## src/rtl/fp_alu_seq.sv

```systemverilog
// Sequential minifloat ALU: add/sub/mul over {sign, exp, man} words with an
// iterative one-bit-per-cycle normaliser, round-to-nearest-even and exception flags.
module fp_alu_seq #(
  parameter int EXP_W = 4,
  parameter int MAN_W = 3,
  parameter int W     = 1 + EXP_W + MAN_W
) (
  input  logic         clk,
  input  logic         rst,
  input  logic         in_valid,
  output logic         in_ready,
  input  logic [1:0]   op,
  input  logic [W-1:0] a,
  input  logic [W-1:0] b,
  output logic         out_valid,
  input  logic         out_ready,
  output logic [W-1:0] result,
  output logic [3:0]   flags
);
  localparam int SW   = MAN_W + 4;
  localparam int PW   = 2 * MAN_W + 2;
  localparam int EW   = EXP_W + 3;
  localparam int BIAS = (1 << (EXP_W - 1)) - 1;
  localparam logic [EXP_W-1:0] EXP_ONES = {EXP_W{1'b1}};
  localparam logic [EW-1:0]    EXP_MAX  = EW'((1 << EXP_W) - 1);
  localparam logic [EW-1:0]    EXP_INC  = EW'(1);
  localparam logic [W-1:0]     NAN_WORD = {1'b0, EXP_ONES, 1'b1, {(MAN_W-1){1'b0}}};

  typedef enum logic [2:0] {
    IDLE  = 3'd0,
    EXEC  = 3'd1,
    NORM  = 3'd2,
    ROUND = 3'd3,
    DONE  = 3'd4
  } state_e;

  function automatic logic is_nan(input logic [W-1:0] x);
    is_nan = (x[W-2:MAN_W] == EXP_ONES) && (x[MAN_W-1:0] != {MAN_W{1'b0}});
  endfunction

  function automatic logic is_inf(input logic [W-1:0] x);
    is_inf = (x[W-2:MAN_W] == EXP_ONES) && (x[MAN_W-1:0] == {MAN_W{1'b0}});
  endfunction

  // Right shift that ORs every bit pushed off the end into the sticky position.
  function automatic logic [SW-1:0] shr_sticky(input logic [SW-1:0] v, input logic [EXP_W-1:0] d);
    logic [2*SW-1:0] ext;
    int              dc;
    dc  = (int'(d) > SW) ? SW : int'(d);
    ext = {v, {SW{1'b0}}} >> dc;
    shr_sticky = ext[2*SW-1:SW] | {{(SW-1){1'b0}}, |ext[SW-1:0]};
  endfunction

  state_e         state_q, state_d;
  logic [1:0]     op_q, op_d;
  logic [W-1:0]   a_q, a_d, b_q, b_d;
  logic           sign_q, sign_d;
  logic [EW-1:0]  exp_q, exp_d;
  logic [SW-1:0]  sig_q, sig_d;
  logic           spec_q, spec_d, spec_inv_q, spec_inv_d;
  logic [W-1:0]   spec_word_q, spec_word_d;
  logic [W-1:0]   result_q, result_d;
  logic [3:0]     flags_q, flags_d;
  logic           in_ready_q, in_ready_d, out_valid_q, out_valid_d;

  logic             sa, sb_eff, s_mul, eff_sub, a_big, carry;
  logic [EXP_W-1:0] ea, eb, e_big, e_sml;
  logic             zero_a, zero_b, nan_a, nan_b, inf_a, inf_b;
  logic [SW-1:0]    sig_a, sig_b, s_big, s_sml, sml_al, add_sig, mul_sig;
  logic [SW:0]      sum;
  logic [PW-1:0]    prod;
  logic [PW+SW-1:0] pext;
  logic [EW-1:0]    add_exp, mul_exp;
  logic             spec, spec_inv;
  logic [W-1:0]     spec_word;

  logic             rnd_up, rnd_lost;
  logic [MAN_W+1:0] man_rnd;
  logic [EW-1:0]    exp_rnd;
  logic [W-1:0]     rnd_word;
  logic [3:0]       rnd_flags;

  // Operand unpack, special-case resolution and the add/sub and mul datapaths
  always_comb begin
    sa      = a_q[W-1];
    sb_eff  = b_q[W-1] ^ (op_q == 2'd1);
    s_mul   = a_q[W-1] ^ b_q[W-1];
    eff_sub = (sa != sb_eff);
    ea      = a_q[W-2:MAN_W];
    eb      = b_q[W-2:MAN_W];
    zero_a  = (ea == {EXP_W{1'b0}});
    zero_b  = (eb == {EXP_W{1'b0}});
    nan_a   = is_nan(a_q);
    nan_b   = is_nan(b_q);
    inf_a   = is_inf(a_q);
    inf_b   = is_inf(b_q);
    sig_a   = zero_a ? {SW{1'b0}} : {1'b1, a_q[MAN_W-1:0], 3'b000};
    sig_b   = zero_b ? {SW{1'b0}} : {1'b1, b_q[MAN_W-1:0], 3'b000};

    a_big   = (a_q[W-2:0] >= b_q[W-2:0]);
    e_big   = a_big ? ea : eb;
    e_sml   = a_big ? eb : ea;
    s_big   = a_big ? sig_a : sig_b;
    s_sml   = a_big ? sig_b : sig_a;
    sml_al  = shr_sticky(s_sml, e_big - e_sml);
    sum     = eff_sub ? ({1'b0, s_big} - {1'b0, sml_al}) : ({1'b0, s_big} + {1'b0, sml_al});
    carry   = sum[SW];
    add_sig = carry ? (sum[SW:1] | {{(SW-1){1'b0}}, sum[0]}) : sum[SW-1:0];
    add_exp = EW'(e_big) + (carry ? EXP_INC : {EW{1'b0}});

    // Product sits in [1,4): its top bit lines up with the hidden bit, hence the +1.
    prod    = PW'({1'b1, a_q[MAN_W-1:0]}) * PW'({1'b1, b_q[MAN_W-1:0]});
    pext    = {prod, {SW{1'b0}}};
    mul_sig = pext[PW+SW-1:PW] | {{(SW-1){1'b0}}, |pext[PW-1:0]};
    mul_exp = EW'(ea) + EW'(eb) - EW'(BIAS) + EXP_INC;

    spec      = 1'b1;
    spec_inv  = 1'b0;
    spec_word = NAN_WORD;
    case (op_q)
      2'd0, 2'd1: begin
        if (nan_a || nan_b) begin
          spec_inv = 1'b1;
        end else if (inf_a && inf_b && eff_sub) begin
          spec_inv = 1'b1;
        end else if (inf_a) begin
          spec_word = {sa, EXP_ONES, {MAN_W{1'b0}}};
        end else if (inf_b) begin
          spec_word = {sb_eff, EXP_ONES, {MAN_W{1'b0}}};
        end else begin
          spec = 1'b0;
        end
      end
      2'd2: begin
        if (nan_a || nan_b || (inf_a && zero_b) || (inf_b && zero_a)) begin
          spec_inv = 1'b1;
        end else if (inf_a || inf_b) begin
          spec_word = {s_mul, EXP_ONES, {MAN_W{1'b0}}};
        end else if (zero_a || zero_b) begin
          spec_word = {s_mul, {(W-1){1'b0}}};
        end else begin
          spec = 1'b0;
        end
      end
      default: spec_inv = 1'b1;
    endcase
  end

  // Round-to-nearest-even of the normalised significand plus range checks
  always_comb begin
    rnd_up   = sig_q[2] & (sig_q[1] | sig_q[0] | sig_q[3]);
    rnd_lost = |sig_q[2:0];
    man_rnd  = {1'b0, sig_q[SW-1:3]} + (MAN_W+2)'(rnd_up);
    exp_rnd  = exp_q + (man_rnd[MAN_W+1] ? EXP_INC : {EW{1'b0}});
    if (!exp_rnd[EW-1] && (exp_rnd >= EXP_MAX)) begin
      rnd_word  = {sign_q, EXP_ONES, {MAN_W{1'b0}}};
      rnd_flags = 4'b0101;
    end else if (exp_rnd[EW-1] || (exp_rnd == {EW{1'b0}})) begin
      rnd_word  = {sign_q, {(W-1){1'b0}}};
      rnd_flags = 4'b0011;
    end else begin
      rnd_word  = {sign_q, exp_rnd[EXP_W-1:0], man_rnd[MAN_W-1:0]};
      rnd_flags = {3'b000, rnd_lost};
    end
  end

  // Control FSM next-state and register updates
  always_comb begin
    state_d     = state_q;
    op_d        = op_q;
    a_d         = a_q;
    b_d         = b_q;
    sign_d      = sign_q;
    exp_d       = exp_q;
    sig_d       = sig_q;
    spec_d      = spec_q;
    spec_inv_d  = spec_inv_q;
    spec_word_d = spec_word_q;
    result_d    = result_q;
    flags_d     = flags_q;
    case (state_q)
      IDLE: begin
        if (in_valid && in_ready_q) begin
          op_d    = op;
          a_d     = a;
          b_d     = b;
          state_d = EXEC;
        end else begin
          state_d = IDLE;
        end
      end
      EXEC: begin
        spec_d      = spec;
        spec_inv_d  = spec_inv;
        spec_word_d = spec_word;
        if (spec) begin
          state_d = ROUND;
        end else if (op_q == 2'd2) begin
          sign_d  = s_mul;
          exp_d   = mul_exp;
          sig_d   = mul_sig;
          state_d = NORM;
        end else begin
          sign_d  = a_big ? sa : sb_eff;
          exp_d   = add_exp;
          sig_d   = add_sig;
          state_d = NORM;
        end
      end
      NORM: begin
        if (sig_q == {SW{1'b0}}) begin
          result_d = {W{1'b0}};
          flags_d  = 4'b0000;
          state_d  = DONE;
        end else if (sig_q[SW-1]) begin
          state_d = ROUND;
        end else begin
          sig_d = {sig_q[SW-2:0], 1'b0};
          exp_d = exp_q - EXP_INC;
        end
      end
      ROUND: begin
        state_d = DONE;
        if (spec_q) begin
          result_d = spec_word_q;
          flags_d  = {spec_inv_q, 3'b000};
        end else begin
          result_d = rnd_word;
          flags_d  = rnd_flags;
        end
      end
      DONE: begin
        if (out_ready) begin
          state_d = IDLE;
        end else begin
          state_d = DONE;
        end
      end
      default: state_d = IDLE;
    endcase
    in_ready_d  = (state_d == IDLE);
    out_valid_d = (state_d == DONE);
  end

  // State and datapath registers
  always_ff @(posedge clk or posedge rst) begin
    if (rst) begin
      state_q     <= IDLE;
      op_q        <= 2'b00;
      a_q         <= {W{1'b0}};
      b_q         <= {W{1'b0}};
      sign_q      <= 1'b0;
      exp_q       <= {EW{1'b0}};
      sig_q       <= {SW{1'b0}};
      spec_q      <= 1'b0;
      spec_inv_q  <= 1'b0;
      spec_word_q <= {W{1'b0}};
      result_q    <= {W{1'b0}};
      flags_q     <= 4'b0000;
      in_ready_q  <= 1'b1;
      out_valid_q <= 1'b0;
    end else begin
      state_q     <= state_d;
      op_q        <= op_d;
      a_q         <= a_d;
      b_q         <= b_d;
      sign_q      <= sign_d;
      exp_q       <= exp_d;
      sig_q       <= sig_d;
      spec_q      <= spec_d;
      spec_inv_q  <= spec_inv_d;
      spec_word_q <= spec_word_d;
      result_q    <= result_d;
      flags_q     <= flags_d;
      in_ready_q  <= in_ready_d;
      out_valid_q <= out_valid_d;
    end
  end

  assign in_ready  = in_ready_q;
  assign out_valid = out_valid_q;
  assign result    = result_q;
  assign flags     = flags_q;
endmodule

```

## config.mk

```make
export PLATFORM = sky130hd
export DESIGN_NAME = fp_alu_seq
export DESIGN_NICKNAME = d
export VERILOG_FILES = /design/src/rtl/fp_alu_seq.sv
export SDC_FILE = /design/constraint.sdc
export NUM_CORES = 1
export LEC_CHECK = 0
export CORE_ASPECT_RATIO = 0.8
export CORE_UTILIZATION = 30
export CTS_BUF_LIST = sky130_fd_sc_hd__clkbuf_4
export CTS_CLUSTER_DIAMETER = 200
export CTS_CLUSTER_SIZE = 10
export DETAILED_ROUTE_END_ITERATION = 12
export GPL_TIMING_DRIVEN = 0
export SLEW_MARGIN = 15
export SYNTH_ARGS = -nofsm -noshare
export SYNTH_HDL_FRONTEND = slang
export SYNTH_SLANG_ARGS = --single-unit
```

## constraint.sdc

```tcl
create_clock -name clk -period 8.8 [get_ports clk]
set_input_delay 0.88 -clock clk [delete_from_list [all_inputs] [get_ports clk]]
set_output_delay 0.88 -clock clk [all_outputs]
set_load 0.01 [all_outputs]
```

==> reports/results.ini <==
[outcome]
status = complete, no violations

[logic_synthesis]
synth_ff_type = dfrtp_1
synth_most_common_cell = nand2_1
synth_simple_gate_area_share_pct = 21.0
synth-adder-area-share_pct = 12.6
synth_top_family_by_area = compound AO/OA/AOI/OAI gates
synth.avg_cell_area_um2 = 8.28
synth_edf_count = 0
synthTopCellsByCount = nand2_1 (68), dfrtp_1 (54), nor2_1 (54), o21ai_0 (45), ha_1 (40)
synth_area_leaders = dfrtp_1 (27%), ha_1 (10%), nand2_1 (5.2%), o21ai_0 (4.6%), nor2_1 (4.1%)
yosys_register_bits = 55
ys_seq_area_share_pct = 28.0
synth_top_cell_by_area = dfrtp_1
synthCells = 595
synth_xor_area_share_pct = 5.81
yosysTopAreaCellShare_pct = 27.4
syn-num-nets = 663
yosys_warnings = 0
synthMuxAreaShare_pct = 4.95
async_flop_share_pct = 100
synth_cell_types = 76
synth_area_um2 = 4930
synth-compound-area-share_pct = 22.6

[floorplan]
initial_core_util_pct = 31.0
die_w_um = 145
fp.coreArea_um2 = 15900
pin_count = 36
die_area_um2 = 16900
placement_rows = 41
die_y_um = 117

[layout]
final_util_pct = 35.4
num-fill-cells = 1694
finalNetCount = 705
num_antenna_cells = 0
finalNonFillerCells = 853
syn2layout_area_growth_pct = 14.1
drive_above_1_share_pct = 6.11

[sta]
tns_ns = 0
finClkSkew_ns = 0.0285
finalCriticalPeriod_ns = 7.67
hold_slack_ns = 0.501
timing.final.crit_share_pct = 87.2
setup_viol_count_final = 0
hold_viol = 0
worst_pin_slew_ns = 1.04
slew_viol_final = 0
fmax_mhz = 130
slew_headroom_pct = 30.1
rsz0062_at_grt = no

[detailed_routing]
drcViolationCount = 0
routed_via_density = 5.26
dr.pass1.iters = 5
wl_um = 12800
drt_iter0_drc = 402
wl_per_cell_um = 15.0
vias = 4488
ant_nets = 0

[global_routing]
grt_first_pass_wirelength_um = 21200
grt_pass1_vias = 4058
overflow = 0
grt_max_degree = 56
antenna_found_initial = 0
track_usage_pct = 15.6

[placed_design]
dp_hpwl_um = 10100
place_inst = 845
place.gp.congestion = 0.870
port_buffers = 35

[hold_path]
hold_depth = 2
hold_class = flop to flop
min_from = result[3]
hold_end = result[3]

[cts]
cts_hold_buf = 0
clk_pin_slew_worst_paths_ns = 0.17
clk_latency_ns = 0.41
cts_sinks = 55
cts_buffers = 5
h-tree-depth = 2
clk_path_buf_depth = 2
cts_tree = built
cts_setup_buffers = 0
cts_root_buffer = clkbuf_4
cts_resized = 0

[critical_path]
path_class = flop to flop
r2r_slack_ns = 1.13
arrival_ns = 7.98
cpMostUsedCell = ha_1
rr_startpoint = a_q[3]
worstPathRequired_ns = 9.11
path_max_fanout = 10
slowest_stage = dfrtp_1
end_kind = flop
slowest_delay_ns = 0.53
rr_endpoint = exp_q[2]
worstRegToRegCells = 36
worstSetupStartpointType = flop

[job]
drv_cap = 0

-- worst max path at each step --
stage | endpoint | depth (start not counted) | slack [ns] | start
6_report | exp_q[2] | 36 | 1.13 | a_q[3]
5_1_grt | exp_q[4] | 35 | 0.41 | a_q[3]
4_1_cts | exp_q[2] | 36 | 1.21 | a_q[3]
3_5_place_dp | exp_q[2] | 36 | 1.25 | b_q[5]
3_3_place_gp | exp_q[2] | 36 | 1.21 | a_q[3]
2_1_floorplan | exp_q[2] | 36 | 2.34 | b_q[5]
-- stage by stage --
stage / cell area [um2] / worst slack (ns)
2_1_floorplan: 4930 / 2.34
3_3_place_gp: 5550 / 1.21
3_5_place_dp: 5560 / 1.25
4_1_cts: 5620 / 1.21
5_1_grt: 5620 / 0.411
6_report: 5620 / 1.13
-- metal layers --
metal / GRT usage, % / up-vias / part of all wire, %
met5: 0 / - / 0
met3: 2.34 / 7 / 5.1
met4: 2.11 / 0 / 0.41
li1: - / 2254 / -
met2: 23.0 / 128 / 40
met1: 24.0 / 2099 / 54
-- state kept, by name, summed over array words and instances, names as in the netlist --
name	cells
state_q	3
out_valid	1
exp_q	7
spec_inv_q	1
sign_q	1
spec_word_q	3
sig_q	7
a_q	8
op_q	2
b_q	8
in_ready	1
spec_q	1
result	8
flags	4
-- logic make-up after synthesis --
family,after synthesis
AO/OA/AOI/OAI,164
flip-flops,55
AND/OR/NAND/NOR,215
multiplexers,23
adder cells (fa/ha/maj),46
buffers and inverters,61
XOR/XNOR,31
-- worst max-delay path: cells and delay by family (launching register included) --
family                   cells  cell delay (ns)
AO/OA/AOI/OAI               16             2.84
XOR/XNOR                     2             0.24
adder cells (fa/ha/maj)      5             1.48
buffers and inverters        7             1.49
flip-flops                   1             0.53
AND/OR/NAND/NOR              6             0.99
-- layout by cell type (no fill, tap or decap), drive strengths merged, types with 8 or more instances in the layout --
cell type and n:
nand2 68, nor2 54, dfrtp 54, o21ai 47, ha 40, inv 40, clkdlybuf4s50 35, a21oi 29
clkbuf 25, nand3 19, xor2 16, nor3 16, xnor2 15, mux2i 12, mux2 11, a21o 8
a31oi 8, nor4 8, a211oi 8
-- cell type report --
cell class	count	area (um2)	area share (%)
Multi-Input combinational cell	479	3310	58.9
Tap cell	215	269	4.78
Sequential cell	55	1380	24.5
Timing Repair Buffer	35	350	6.23
Inverter	39	149	2.65
Clock inverter	2	16.3	0.289
Buffer	22	101	1.80
Clock buffer	6	45.0	0.801
Power is left out: the tool's default activity adds up to more than one toggle a clock period on the data nets, which glitch-free logic cannot reach.
